`src/rtl/sram_arbiter.sv`:
```
// sram_arbiter: shares one single-port sram (1-cycle registered read) between two requesters.
// Per-cycle combinational grant, round-robin tie-break and a bounded burst while both request.
// Ports:
//   clk_i, rst_i                      clock, synchronous active-high reset
//   req*_i, we*_i, addr*_i, wdata*_i  requester access (held until granted)
//   gnt*_o                            combinational grant; access happens at posedge when req&&gnt
//   rvalid*_o, rdata*_o               read return, one cycle after a granted read
//   sram_addr_o, sram_din_o, sram_wr_o, sram_dout_i   sram interface
module sram_arbiter #(
  parameter int unsigned DATA_WIDTH = 8,
  parameter int unsigned ADDR_WIDTH = 8,
  parameter int unsigned BURST_MAX  = 4
) (
  input  logic                  clk_i,
  input  logic                  rst_i,
  input  logic                  req0_i,
  input  logic                  we0_i,
  input  logic [ADDR_WIDTH-1:0] addr0_i,
  input  logic [DATA_WIDTH-1:0] wdata0_i,
  input  logic                  req1_i,
  input  logic                  we1_i,
  input  logic [ADDR_WIDTH-1:0] addr1_i,
  input  logic [DATA_WIDTH-1:0] wdata1_i,
  output logic                  gnt0_o,
  output logic                  gnt1_o,
  output logic                  rvalid0_o,
  output logic                  rvalid1_o,
  output logic [DATA_WIDTH-1:0] rdata0_o,
  output logic [DATA_WIDTH-1:0] rdata1_o,
  output logic [ADDR_WIDTH-1:0] sram_addr_o,
  output logic [DATA_WIDTH-1:0] sram_din_o,
  output logic                  sram_wr_o,
  input  logic [DATA_WIDTH-1:0] sram_dout_i
);

  localparam int unsigned CNT_W = $clog2(BURST_MAX + 1);

  typedef enum logic [1:0] {
    OWN_NONE = 2'd0,
    OWN_P0   = 2'd1,
    OWN_P1   = 2'd2
  } owner_e;

  owner_e           owner_q, owner_d;  // owner_d is also this cycle's grant
  logic [CNT_W-1:0] cnt_q, cnt_d;
  logic             last_q, last_d;    // last served port: 0 = port0, 1 = port1
  logic             rvalid0_q, rvalid0_d;
  logic             rvalid1_q, rvalid1_d;

  // State register
  always_ff @(posedge clk_i) begin
    if (rst_i) begin
      owner_q   <= OWN_NONE;
      cnt_q     <= '0;
      last_q    <= 1'b1;
      rvalid0_q <= 1'b0;
      rvalid1_q <= 1'b0;
    end else begin
      owner_q   <= owner_d;
      cnt_q     <= cnt_d;
      last_q    <= last_d;
      rvalid0_q <= rvalid0_d;
      rvalid1_q <= rvalid1_d;
    end
  end

  // Grant decision and next-state
  always_comb begin
    owner_d   = OWN_NONE;
    cnt_d     = '0;
    last_d    = last_q;
    rvalid0_d = 1'b0;
    rvalid1_d = 1'b0;

    unique case (owner_q)
      OWN_P0: begin
        if (req0_i && (!req1_i || cnt_q < CNT_W'(BURST_MAX))) owner_d = OWN_P0;
        else if (req1_i)                                      owner_d = OWN_P1;
      end
      OWN_P1: begin
        if (req1_i && (!req0_i || cnt_q < CNT_W'(BURST_MAX))) owner_d = OWN_P1;
        else if (req0_i)                                      owner_d = OWN_P0;
      end
      default: begin
        if (req0_i && req1_i) owner_d = last_q ? OWN_P0 : OWN_P1;
        else if (req0_i)      owner_d = OWN_P0;
        else if (req1_i)      owner_d = OWN_P1;
      end
    endcase

    if (rst_i) owner_d = OWN_NONE;

    // Burst count saturates; a change of owner restarts it, idle clears it
    if (owner_d == OWN_NONE)      cnt_d = '0;
    else if (owner_d == owner_q)  cnt_d = (cnt_q == CNT_W'(BURST_MAX)) ? cnt_q : cnt_q + CNT_W'(1);
    else                          cnt_d = CNT_W'(1);

    if (owner_d == OWN_P0) last_d = 1'b0;
    if (owner_d == OWN_P1) last_d = 1'b1;

    rvalid0_d = (owner_d == OWN_P0) && !we0_i;
    rvalid1_d = (owner_d == OWN_P1) && !we1_i;
  end

  // Outputs: grants, sram mux, read return
  always_comb begin
    gnt0_o      = 1'b0;
    gnt1_o      = 1'b0;
    sram_addr_o = '0;
    sram_din_o  = '0;
    sram_wr_o   = 1'b0;
    unique case (owner_d)
      OWN_P0: begin
        gnt0_o      = 1'b1;
        sram_addr_o = addr0_i;
        sram_din_o  = wdata0_i;
        sram_wr_o   = we0_i;
      end
      OWN_P1: begin
        gnt1_o      = 1'b1;
        sram_addr_o = addr1_i;
        sram_din_o  = wdata1_i;
        sram_wr_o   = we1_i;
      end
      default: ;
    endcase
    // Reset kills a read return already in flight
    rvalid0_o = rvalid0_q && !rst_i;
    rvalid1_o = rvalid1_q && !rst_i;
    rdata0_o  = sram_dout_i;
    rdata1_o  = sram_dout_i;
  end

endmodule

```
`config.mk`:
```
export PLATFORM = sky130hd
export DESIGN_NAME = sram_arbiter
export DESIGN_NICKNAME = d
export VERILOG_FILES = /design/src/rtl/sram_arbiter.sv
export SDC_FILE = /design/constraint.sdc
export NUM_CORES = 1
export LEC_CHECK = 0
export ABC_AREA = 1
export CORE_MARGIN = 2
export CORE_UTILIZATION = 55
export DETAILED_ROUTE_END_ITERATION = 7
export DONT_BUFFER_PORTS = 1
export PLACE_DENSITY = 0.7
export SLEW_MARGIN = 20
export SYNTH_ARGS = -nofsm -noshare
export SYNTH_HDL_FRONTEND = slang
export SYNTH_SLANG_ARGS = --single-unit
```
`constraint.sdc`:
```
create_clock -name clk_i -period 2.2 [get_ports clk_i]
set_input_delay 0.11 -clock clk_i [delete_from_list [all_inputs] [get_ports clk_i]]
set_output_delay 0.11 -clock clk_i [all_outputs]
set_load 0.005 [all_outputs]
```
Word level (Yosys, flattened, before mapping)
Cells that the tools add are included.

Mux-type cells: 16. Multipliers: 0. Reduce and logical (&&, ||, !) cells: 18. Eq/ne operators: 7. Div/mod/pow operators: 0. Add/subtract/negate cells: 1. Shift-type cells: 0. $lt $le $gt $ge: 1. Bitwise gates (word level): 1.

Operator list (number): one-hot mux 8 bit (2 select lines) (2); 2-to-1 mux 2 bit (7); logical AND 1 bit (7); logical NOT 1 bit (5); 2-to-1 mux 1 bit (5); == test 2 x 1 -> 1 bit, second input constant (2); == test 2 bit, second input constant (2); one-hot mux 2 bit (2 select lines) (1); OR reduction 2 bit (2); adder 3 x 1 -> 3 bit, second input constant (1); == test 3 bit, second input constant (1); less-than comparator 3 bit, second input constant (1); OR reduction 3 bit (1); == test 2 bit (1); logical NOT 2 bit (1); logical OR 1 bit (2); != test 2 bit, second input constant (1); one-hot mux 1 bit (2 select lines) (1); NOT 1 bit (1).

Memory bits (read-only): 0. Register bits after elaboration: 8. Latch bits: 0. Logic and storage cells: 50. Memories: 0. Bits in writable memories: 0. Input bits: 46. Output and inout bits: 37.

Longest topological paths before layout
Gate-level depths: netlist of the first run.

Depth in word-level cells: 9. Gate-level depth with buffers: 15. Mapped depth without buffers: 13.

Worst setup path after synthesis of the first run
OpenSTA, ideal clock, no wires.

Path type: register -> output. From: register owner_q[0]. To: output sram_addr_o[1]. Stages on the path, launching flop included: 12. Buffers on the path: 1. Required time: 2.090 ns. Slack: 0.248 ns. Arrival time: 1.842 ns. Cell sequence: dfxtp_1 inv_1 ha_1 nand3_1 nand2_1 inv_2 nand2_2 inv_1 ha_1 clkbuf_1 nand2_1 a21oi_1.

Cells in the longest elaborated chain, start to end: 5. Elaborated cells on any way between the ends: 7. Those cells by class: eq/ne: 4; mux: 3.

Ends and longest elaborated chain: start: declaration (RTL line 44) `owner_e owner_q, owner_d;`; start signal: assignment (RTL line 59) `owner_q <= owner_d;`; == test 2 bit / == test 2 x 1 -> 1 bit (equally long branches) (RTL line 75) `unique case (owner_q)`; one-hot mux 2 bit (2 select lines) * (RTL line 75); 2-to-1 mux 2 bit * (RTL line 91) `if (rst_i) owner_d = OWN_NONE;`; via owner_d[1] (RTL line 44); == test 2 bit / == test 2 x 1 -> 1 bit (equally long branches) (RTL line 112) `unique case (owner_d)`; one-hot mux 8 bit (2 select lines) * (RTL line 112); end: declaration (RTL line 30) `output logic [ADDR_WIDTH-1:0] sram_addr_o,`.

The timed path passes the listed nets; every way through them passes the cells marked *.

Worst setup path after layout of the first run
From: register owner_q[0]. To: output sram_din_o[3].

Cells in the longest elaborated chain, start to end: 5. Elaborated cells on any way between the ends: 7. Those cells by class: eq/ne: 4; mux: 3.

Ends and longest elaborated chain: == test 2 bit / == test 2 x 1 -> 1 bit (equally long branches) (RTL line 75); one-hot mux 2 bit (2 select lines) * (RTL line 75); 2-to-1 mux 2 bit * (RTL line 91); == test 2 bit / == test 2 x 1 -> 1 bit (equally long branches) (RTL line 112); one-hot mux 8 bit (2 select lines) * (RTL line 112); end: declaration (RTL line 31) `output logic [DATA_WIDTH-1:0] sram_din_o,`.

Every way passes the cells marked *; elsewhere a longest branch is shown, timed or not.

==> impl_metrics.yaml, run 1 <==
run_status:
  outcome: "finished, final reports clean"
floorplan:
  fp.dieW_um: 44.8
  fp.dieArea_um2: 2010
  start_util: 0.595
  ios: 83
  coreArea_um2: 1540
  die_h_um: 44.8
  rows: 14
place:
  dp_hpwl_um: 1470
  numPortBuffers: 0
  gp_congestion: 0.779
  dp.cells: 153
  placed_cell_area_um2: 822
drt:
  vias: 879
  first_iter_violations: 13
  drc_errors: 0
  avgRoutedWirePerCell_um: 13.6
  postRouteWirelength_um: 2200
  ant_nets: 0
  dr.pass1.iters: 4
  routed_via_density: 5.43
cts:
  cts.path.max_buffers: 2
  cts_setup_buffers: 0
  clk_latency_ps: 260
  cts_tree: "built"
  cts-root-buf: "clkbuf_4"
  clkSinkCount: 8
  h-tree-depth: 1
  clk_pin_slew_ps: 60
  cts_made_buffers: 3
logic_synthesis:
  netlist_area_um2: 917
  synth_top_area_share: 0.217
  yosys-top-cells-area: "nand2_1, dfxtp_1, buf_4"
  synth_cells: 154
  syn_area_per_cell_um2: 5.96
  ys_ff_latch: 8
  yosysSeqAreaShare: 0.175
  synth_top_area_cell: "nand2_1"
  syn_nets: 208
  synth_cell_types: 19
  ys_warn_count: 0
layout:
  stdcell_area_um2: 966
  instances_no_fill: 162
  final_common_cell: "nand2_1"
  area_delta_synth_final_pct: 5.32
  drive_above_1_share: 0.212
  final_cell_mix: "nand2_1, inv_1, a21oi_1, nor2_1, a21oi_2"
  nets: 202
  antenna_cells: 0
setup_path:
  cpPeakStageDelay_ps: 400
  cp_max_fo: 9
  cp_slowest_cell: "ha_2"
  required_ps: 2090
  critPathCaptureType: "output pin"
  path_delay_family: "adder cells"
  crit_chain: "inv_1, ha_4, nand2_1, clkinv_1, nand2_1, nand2_1, nand2_1, nand2_2, nand2_4, ha_2, clkinv_4, a21oi_1"
  crit_arrival_ps: 1960
  cp-start-kind: "flop"
  path_buf_inv: 3
  path_class: "flop to output pin"
  crit_top_cell: "nand2_1"
timing:
  max_slew_margin: 0.873
  whs_ps: 32.1
  clock.fmax_mhz: 484
  skew_ps: 5.14
  post-route-period-util: 0.939
  finalSetupViolations: 0
  drv_slew: 0
  worst_pin_slew_ps: 191
  hold_violations: 0
  period_needed_ps: 2070
global_route:
  gr-total-overflow: 0
  antenna_found_initial: 0
  grt_pass1_wl_um: 2810
  grt_max_degree: 21
  grtUsageTotal: 0.190
  grt_pass1_vias: 700
power_and_ir_drop:
  finalPower_w: 0.000848
  p_per_area_nw_per_um2: 878
  vdd.ir_drop.worst_v: 0.000430
  p_leak_nw: 0.433
worst_hold_path:
  hp-class: "primary input to flop"
job:
  drv_cap: 0
## metrics by stage
step	setup WS (ps)	TNS, ps	utilization
5_1_grt	-13.1	-13.5	0.627
2_1_floorplan	248	0	-
6_report	133	0	0.627
4_1_cts	6.28	0	0.573
3_3_place_gp	148	0	0.533
3_5_place_dp	52.4	0	0.533
## registers in the layout (all words and copies together) (netlist names)
register	flops
cnt_q	3
last_q	1
rvalid1_q	1
owner_q	2
rvalid0_q	1
## cell type report
type	count	area, µm²
Tap cell	16	20.0
Timing Repair inverter	1	6.26
Sequential cell	8	164
Timing Repair Buffer	8	78.8
Multi-Input combinational cell	105	591
Fill cell	148	576
Inverter	21	83.8
Clock buffer	3	22.5
## logic make-up after synthesis
logic type,synth area share
simple gates,0.357
buf+inv,0.236
compound gates,0.104
fa+ha+maj,0.109
flops,0.175
xor+xnor,0.0191
## metal layers
layer / routed length (µm) / part of all wire / vias to the layer above / track usage
li1: - / - / 442 / -
met2: 1220 / 0.55 / 46 / 0.374
met1: 797 / 0.36 / 387 / 0.191
met4: 28 / 0.013 / 0 / 0.0941
met3: 153 / 0.070 / 4 / 0.0280
met5: 0 / 0 / - / 0
## worst paths after layout
kind | slack, ps | start | cells after the start | to
hold / removal | 30 | rst_i | 3 | cnt_q[0]
setup / recovery | 130 | owner_q[0] | 12 | sram_din_o[3]
hold reg to reg | 460 | last_q | 2 | last_q
setup reg to reg | 490 | owner_q[1] | 11 | rvalid0_q
## worst reg2reg max path, delay by kind of cell (launching register included)
family / cells / cell delay, ps
DFF: 1 / 390
adders and majority gates: 2 / 420
and+or+nand+nor: 6 / 560
buffers and inverters: 3 / 270
## synth_stat cells
master and count:
a21oi_1 17, buf_1 1, buf_2 2, buf_4 16, clkbuf_1 1, clkinv_1 2
dfxtp_1 8, ha_1 8, inv_1 18, inv_2 1, nand2_1 53, nand2_2 3
nand2_4 2, nand3_1 7, nand4_1 1, nand4_2 1, nor2_1 9, o21ai_0 2
xor2_1 2
## power breakdown
group / internal (W) / switching (W)
Combinational: 0.000195 / 0.000346
Clock: 0.0000626 / 0.0000524
Sequential: 0.000171 / 0.0000199
Total: 0.000429 / 0.000418
## what timing repair did
action / CTS / global route
hold buffers: 3 / 0
endpoints found under the hold margin: 3 / 0
gates cloned: 0 / 3
setup endpoints to repair: 17 / 18
pin swaps: 0 / 1
resized for setup: 3 / 21
No activity file was read; power rests on OpenSTA's default activity.
==> inputs of run 2 (changes only) <==
==> constraint.sdc (replaced) <==
create_clock -name clk_i -period 2.2 [get_ports clk_i]
set_input_delay 0.11 -clock clk_i [delete_from_list [all_inputs] [get_ports clk_i]]
set_output_delay 0.11 -clock clk_i [all_outputs]
set_load 0.05 [all_outputs]
==> impl_metrics.yaml, run 2 <==
cts:
  clkSinkCount: 8
  cts-root-buf: "clkbuf_4"
  h-tree-depth: 1
  post_cts_resized: 11
  cts_setup_buffers: 9
  ctsHoldBuffers: 3
  cts.path.max_buffers: 2
  cts_made_buffers: 3
floorplan:
  die_h_um: 44.8
  fp.dieW_um: 44.8
  rows: 14
  start_util: 0.595
  ios: 83
logic_synthesis:
  synth_async_sr_flop_share: 0
  synth_top_area_share: 0.217
  ys_ff_latch: 8
  yosys-top-cells-area: "nand2_1, dfxtp_1, buf_4"
  synth_edf_count: 0
  synthFlopType: "dfxtp_1"
  syn_area_per_cell_um2: 5.96
  synth_cells: 154
  synth_cell_types: 19
  ys_top_cells_by_count: "nand2_1, inv_1, a21oi_1"
  netlist_area_um2: 917
  yosysSeqAreaShare: 0.175
  synth_top_area_cell: "nand2_1"
  synth_most_common_cell: "nand2_1"
  syn_nets: 208
  ys_warn_count: 0
run_status:
  outcome: "did not finish"
  stop_stage: "4_1_cts"
  stop_error: "[ERROR DPL-0033] detailed placement checks failed during check placement."
place:
  dp_hpwl_um: 2050
  dp.cells: 172
  gp_congestion: 0.776
  numPortBuffers: 0
## run 2: cell counts after synthesis
Identical to the previous run, type by type.
## run 2: kinds of logic after synthesis
| group | share of synthesized area |
|---|---|
| flip-flops | 0.175 |
| adder cells (fa/ha/maj) | 0.109 |
| buffers and inverters | 0.236 |
| XOR/XNOR | 0.0191 |
| AND/OR/NAND/NOR | 0.357 |
| AO/OA/AOI/OAI | 0.104 |
## run 2: per-stage QoR
stage	worst slack [ps]	instance area [µm²]
global placement	229	1310
floorplan	30.9	1110
detailed placement	116	1310
==> inputs of run 3 (changes only) <==
- CORE_AREA: default -> 2 2 63 65
- CORE_MARGIN: 2 -> default
- CORE_UTILIZATION: 55 -> default
- DIE_AREA: default -> 0 0 65 67
- PLACE_DENSITY: 0.7 -> default
- PLACE_DENSITY_LB_ADDON: default -> 0.15
==> impl_metrics.yaml, run 3 (synthesis gave the netlist of run 1 again) <==
worst_hold_path:
  min_delay_worst_endpoint: "cnt_q[0]"
  hp-class: "primary input to flop"
  whs_path_depth: 3
  worstHoldStart: "rst_i"
floorplan:
  rows: 22
  ios: 83
  die_h_um: 67
  fp.dieArea_um2: 4360
  start_util: 0.254
  fp.dieW_um: 65
  coreArea_um2: 3610
cts:
  clk_pin_slew_ps: 40
  cts-root-buf: "clkbuf_8"
  clkSinkCount: 8
  cts.path.max_buffers: 2
  clk_latency_ps: 230
  cts_made_buffers: 3
  h-tree-depth: 1
  cts_tree: "built"
run_status:
  outcome: "finished, final reports clean"
layout:
  drive_above_1_share: 0.447
  instances_no_fill: 218
  largest_reg_flops: 3
  area_delta_synth_final_pct: 78.6
  final_common_cell: "nand2_1"
  largest-register: "cnt_q"
  nets: 226
  antenna_cells: 0
  final_cell_mix: "nand2_1, buf_12, a21oi_4"
  reg_top3: "cnt_q x3, owner_q x2"
drt:
  postRouteWirelength_um: 2760
  drc_errors: 0
  first_iter_violations: 13
  dr.pass1.iters: 5
  ant_nets: 0
  routed_via_density: 4.55
  vias: 992
  avgRoutedWirePerCell_um: 12.7
power_and_ir_drop:
  finalPower_w: 0.00168
  p_sw_w: 0.000842
  p_comb_frac: 0.779
  p_per_area_nw_per_um2: 1030
  pwr-share-clk: 0.104
  p_leak_nw: 0.646
  internal_power_w: 0.000839
  vdd.ir_drop.worst_v: 0.000535
  p_seq_frac: 0.117
  p_sw_frac: 0.501
setup_path:
  crit_top_cell: "nand2_1"
  path_buf_inv: 5
  r2r_cells: 13
  cp-start-kind: "flop"
  critPathCaptureType: "output pin"
  cp_max_fo: 8
  reg2reg_to: "last_q"
  crit_start: "owner_q[0]"
  required_ps: 2090
  reg2reg_slack_ps: 590
  timing.rr.start: "owner_q[0]"
  path_class: "flop to output pin"
  crit_chain: "inv_4, ha_4, nand2_2, clkinv_1, nand2_1, nand2_1, nand2_1, nand2_2, nand2_4, ha_4, inv_4, clkbuf_16, a21oi_4, buf_12"
  path_delay_family: "buffers and inverters"
  cpPeakStageDelay_ps: 360
  crit_arrival_ps: 2000
  cp_slowest_cell: "dfxtp_4"
job:
  drv_cap: 0
timing:
  period_needed_ps: 2110
  setup_slack_ps: 94.5
  skew_ps: 0.539
  max_slew_margin: 0.876
  drv_slew: 0
  finalSetupViolations: 0
  worst_pin_slew_ps: 187
  post-route-period-util: 0.957
  whs_ps: 63.4
  setup_tns_ps: 0
  hold_violations: 0
  clock.fmax_mhz: 475
place:
  dp.cells: 204
  dp_hpwl_um: 2010
  numPortBuffers: 0
  gp_congestion: 0.828
  dpl_worst_slack_ps: 145
global_route:
  grt_pass1_wl_um: 4370
  grtUsageTotal: 0.132
  antenna_found_initial: 0
  gr-total-overflow: 0
  grt_pass1_vias: 1023
  grt_max_degree: 18
-- run 3: per-stage QoR --
stage | utilization | cell area (µm²)
2_1_floorplan | - | 1110
3_3_place_gp | 0.374 | 1350
3_5_place_dp | 0.374 | 1350
4_1_cts | 0.426 | 1540
5_1_grt | 0.454 | 1640
6_report | 0.454 | 1640
-- run 3: power groups by stage --
stage	registers [W]	logic, W	clock network [W]
final	0.000196	0.00131	0.000175
after global routing	0.000200	0.00140	0.000188
after CTS	0.000189	0.00119	0.000181
after detailed placement	0.000189	0.00107	0
after global placement	0.000188	0.00105	0
after floorplan	0.000185	0.000839	0
-- run 3: layout make-up --
class / count / area (µm²)
clock buffer: 3 / 41.3
fill: 367 / 1970
inverter: 21 / 86.3
multi-input combinational: 105 / 795
sequential: 8 / 165
tap: 48 / 60.1
timing repair buffer: 33 / 490
-- run 3: worst max path at each step --
stage	end	depth (start not counted)	slack, ps
2_1_floorplan	sram_addr_o[0]	12	30
3_3_place_gp	sram_addr_o[0]	11	190
3_5_place_dp	sram_addr_o[0]	11	150
4_1_cts	sram_din_o[4]	12	1
5_1_grt	sram_wr_o	14	-10
6_report	sram_addr_o[6]	14	90
-- run 3: layer usage --
metal	share of wire	global-route usage	up-vias
li1	-	-	488
met1	0.37	0.135	459
met2	0.54	0.254	37
met3	0.075	0.0270	8
met4	0.016	0.0638	0
met5	0	0	-
-- run 3: worst reg2reg max path, delay by kind of cell, from the launching register on --
family / cells / cell delay [ps]
buf+inv: 4 / 280
compound gates: 1 / 140
simple gates: 6 / 420
flops: 1 / 370
fa+ha+maj: 2 / 320
-- run 3: repair_timing --
item	4_1_cts	5_1_grt
endpoints found under the setup margin	17	17
buffers inserted	5	2
gates resized for setup	12	20
hold buffers	3	0
cloned	0	1
hold endpoints to repair	3	0
pin swaps	0	7
==> inputs of run 4 (changes only) <==
- ABC_AREA: 1 -> default
==> impl_metrics.yaml, run 4 <==
floorplan:
  die_h_um: 67
  fp.dieW_um: 65
  fp.dieArea_um2: 4360
  rows: 22
  start_util: 0.253
  coreArea_um2: 3610
  ios: 83
setup_path:
  cp_max_fo: 7
  required_ps: 2090
  crit_arrival_ps: 2200
  path_class: "flop to output pin"
  cp-start-kind: "flop"
  critPathCaptureType: "output pin"
layout:
  largest_reg_flops: 3
  final_core_utilization: 0.460
  area_delta_synth_final_pct: 81.5
  instances_no_fill: 182
  final_cell_mix: "buf_4, nor2b_4, a22oi_2"
  fillers: 340
  antenna_cells: 0
  drive_above_1_share: 0.664
  reg_top3: "cnt_q x3, owner_q x2"
  nets: 190
  final_common_cell: "buf_4"
  largest-register: "cnt_q"
power_and_ir_drop:
  p_leak_nw: 0.607
  vdd.ir_drop.worst_v: 0.000195
  p_per_area_nw_per_um2: 492
drt:
  dr.pass1.iters: 4
  drc_errors: 0
  first_iter_violations: 37
  avgRoutedWirePerCell_um: 15.8
  routed_via_density: 4.81
  vias: 876
  ant_nets: 0
  postRouteWirelength_um: 2880
logic_synthesis:
  synth_cells: 110
  synth_async_sr_flop_share: 0
  ys_warn_count: 0
  syn_nets: 164
  yosys-top-cells-area: "dfxtp_1, a22oi_1, buf_4"
  synthFlopType: "dfxtp_1"
  ys_top_cells_by_count: "nor2b_1, a22oi_1, buf_4"
  ys_ff_latch: 8
  yosysSeqAreaShare: 0.175
  synth_top_area_cell: "dfxtp_1"
  synth_most_common_cell: "nor2b_1"
  netlist_area_um2: 913
  syn_area_per_cell_um2: 8.30
  synth_top_area_share: 0.175
  synth_cell_types: 27
  synth_edf_count: 0
place:
  gp_congestion: 0.765
  dpl_worst_slack_ps: -17.4
  numPortBuffers: 0
  dp.cells: 152
  dp_hpwl_um: 1790
cts:
  clk_latency_ps: 230
  clkSinkCount: 8
  h-tree-depth: 1
  clk_pin_slew_ps: 40
  cts_made_buffers: 3
  cts.path.max_buffers: 2
  cts_tree: "built"
  cts-root-buf: "clkbuf_8"
timing:
  skew_ps: 3.39
  setup_tns_ps: -1550
  setup_slack_ps: -109
  whs_ps: 72.9
  worst_pin_slew_ps: 343
  drv_slew: 0
  clock.fmax_mhz: 433
  finalSetupViolations: 18
  period_needed_ps: 2310
  post-route-period-util: 1.05
  hold_violations: 0
  max_slew_margin: 0.770
  rsz0062_at_grt: "true"
global_route:
  grtUsageTotal: 0.132
  antenna_found_initial: 0
  grt_pass1_vias: 888
  grt_pass1_wl_um: 4310
  gr-total-overflow: 0
  grt_max_degree: 10
worst_hold_path:
  hp-class: "primary input to flop"
run_status:
  violations: "setup timing"
  outcome: "finished, violations left"
job:
  drv_cap: 0
-- run 4: cell count changes after synthesis, sizes merged, moves of 7 or more --
cell   delta
nand2    -55
nor2b    +19
a22oi    +17
a21oi    -15
inv      -11
nand3     -7
nor2      -7
-- run 4: metrics by stage --
stage | area (µm²) | total power (W)
after floorplan | 1180 | 0.000541
after global placement | 1280 | 0.000518
after detailed placement | 1280 | 0.000519
after CTS | 1600 | 0.000798
after global routing | 1660 | 0.000860
final | 1660 | 0.000816
-- run 4: routing by layer --
metal  up-vias  global-route usage  wire, µm
met3         6              0.0389       192
met1       411               0.148      1080
met4         0              0.0372        29
met2        38               0.241      1590
met5         -                   0         0
li1        421                   -         -
-- run 4: final cells by class --
type,instances,area [µm²],area share
inverter,8,35.0,0.0211
clock buffer,3,41.3,0.0249
sequential,8,165,0.0996
tap,48,60.1,0.0362
multi-input combinational,74,852,0.514
timing repair buffer,41,504,0.304
-- run 4: path summary, 6_finish.rpt --
check | slack (ps) | from | to | depth (start not counted)
min reg2reg | 510 | last_q | last_q | 2
min | 70 | rst_i | cnt_q[0] | 2
max reg2reg | 80 | owner_q[0] | last_q | 13
max | -110 | owner_q[0] | sram_din_o[1] | 11
-- run 4: cell families after synthesis --
family,count (synthesis),synth area share
buf+inv,28,0.181
mux,1,0.0110
simple gates,35,0.260
flops,8,0.175
xor+xnor,3,0.0288
compound gates,27,0.234
fa+ha+maj,8,0.110
-- run 4: worst max-delay path: stages (launching register included) --
cell and delay, ps:
dfxtp_2 310, buf_4 130, ha_4 160, nand3b_1 150, nand4b_1 150, o21ai_2 90
buf_4 150, inv_4 70, ha_4 220, clkbuf_16 170, a22oi_2 70, nor2b_4 300
-- run 4: repair_timing --
| action | CTS | global route |
|---|---|---|
| hold endpoints to repair | 3 | 0 |
| pin swaps | 17 | 6 |
| hold buffers | 3 | 0 |
| setup buffers | 23 | 1 |
| cloned | 0 | 1 |
| resized for setup | 22 | 8 |
| setup endpoints to repair | 17 | 19 |
-- run 4: report_power, final --
part	switching, W	internal [W]
logic	0.000228	0.000249
clock network	0.0000591	0.000119
registers	0.00000620	0.000155
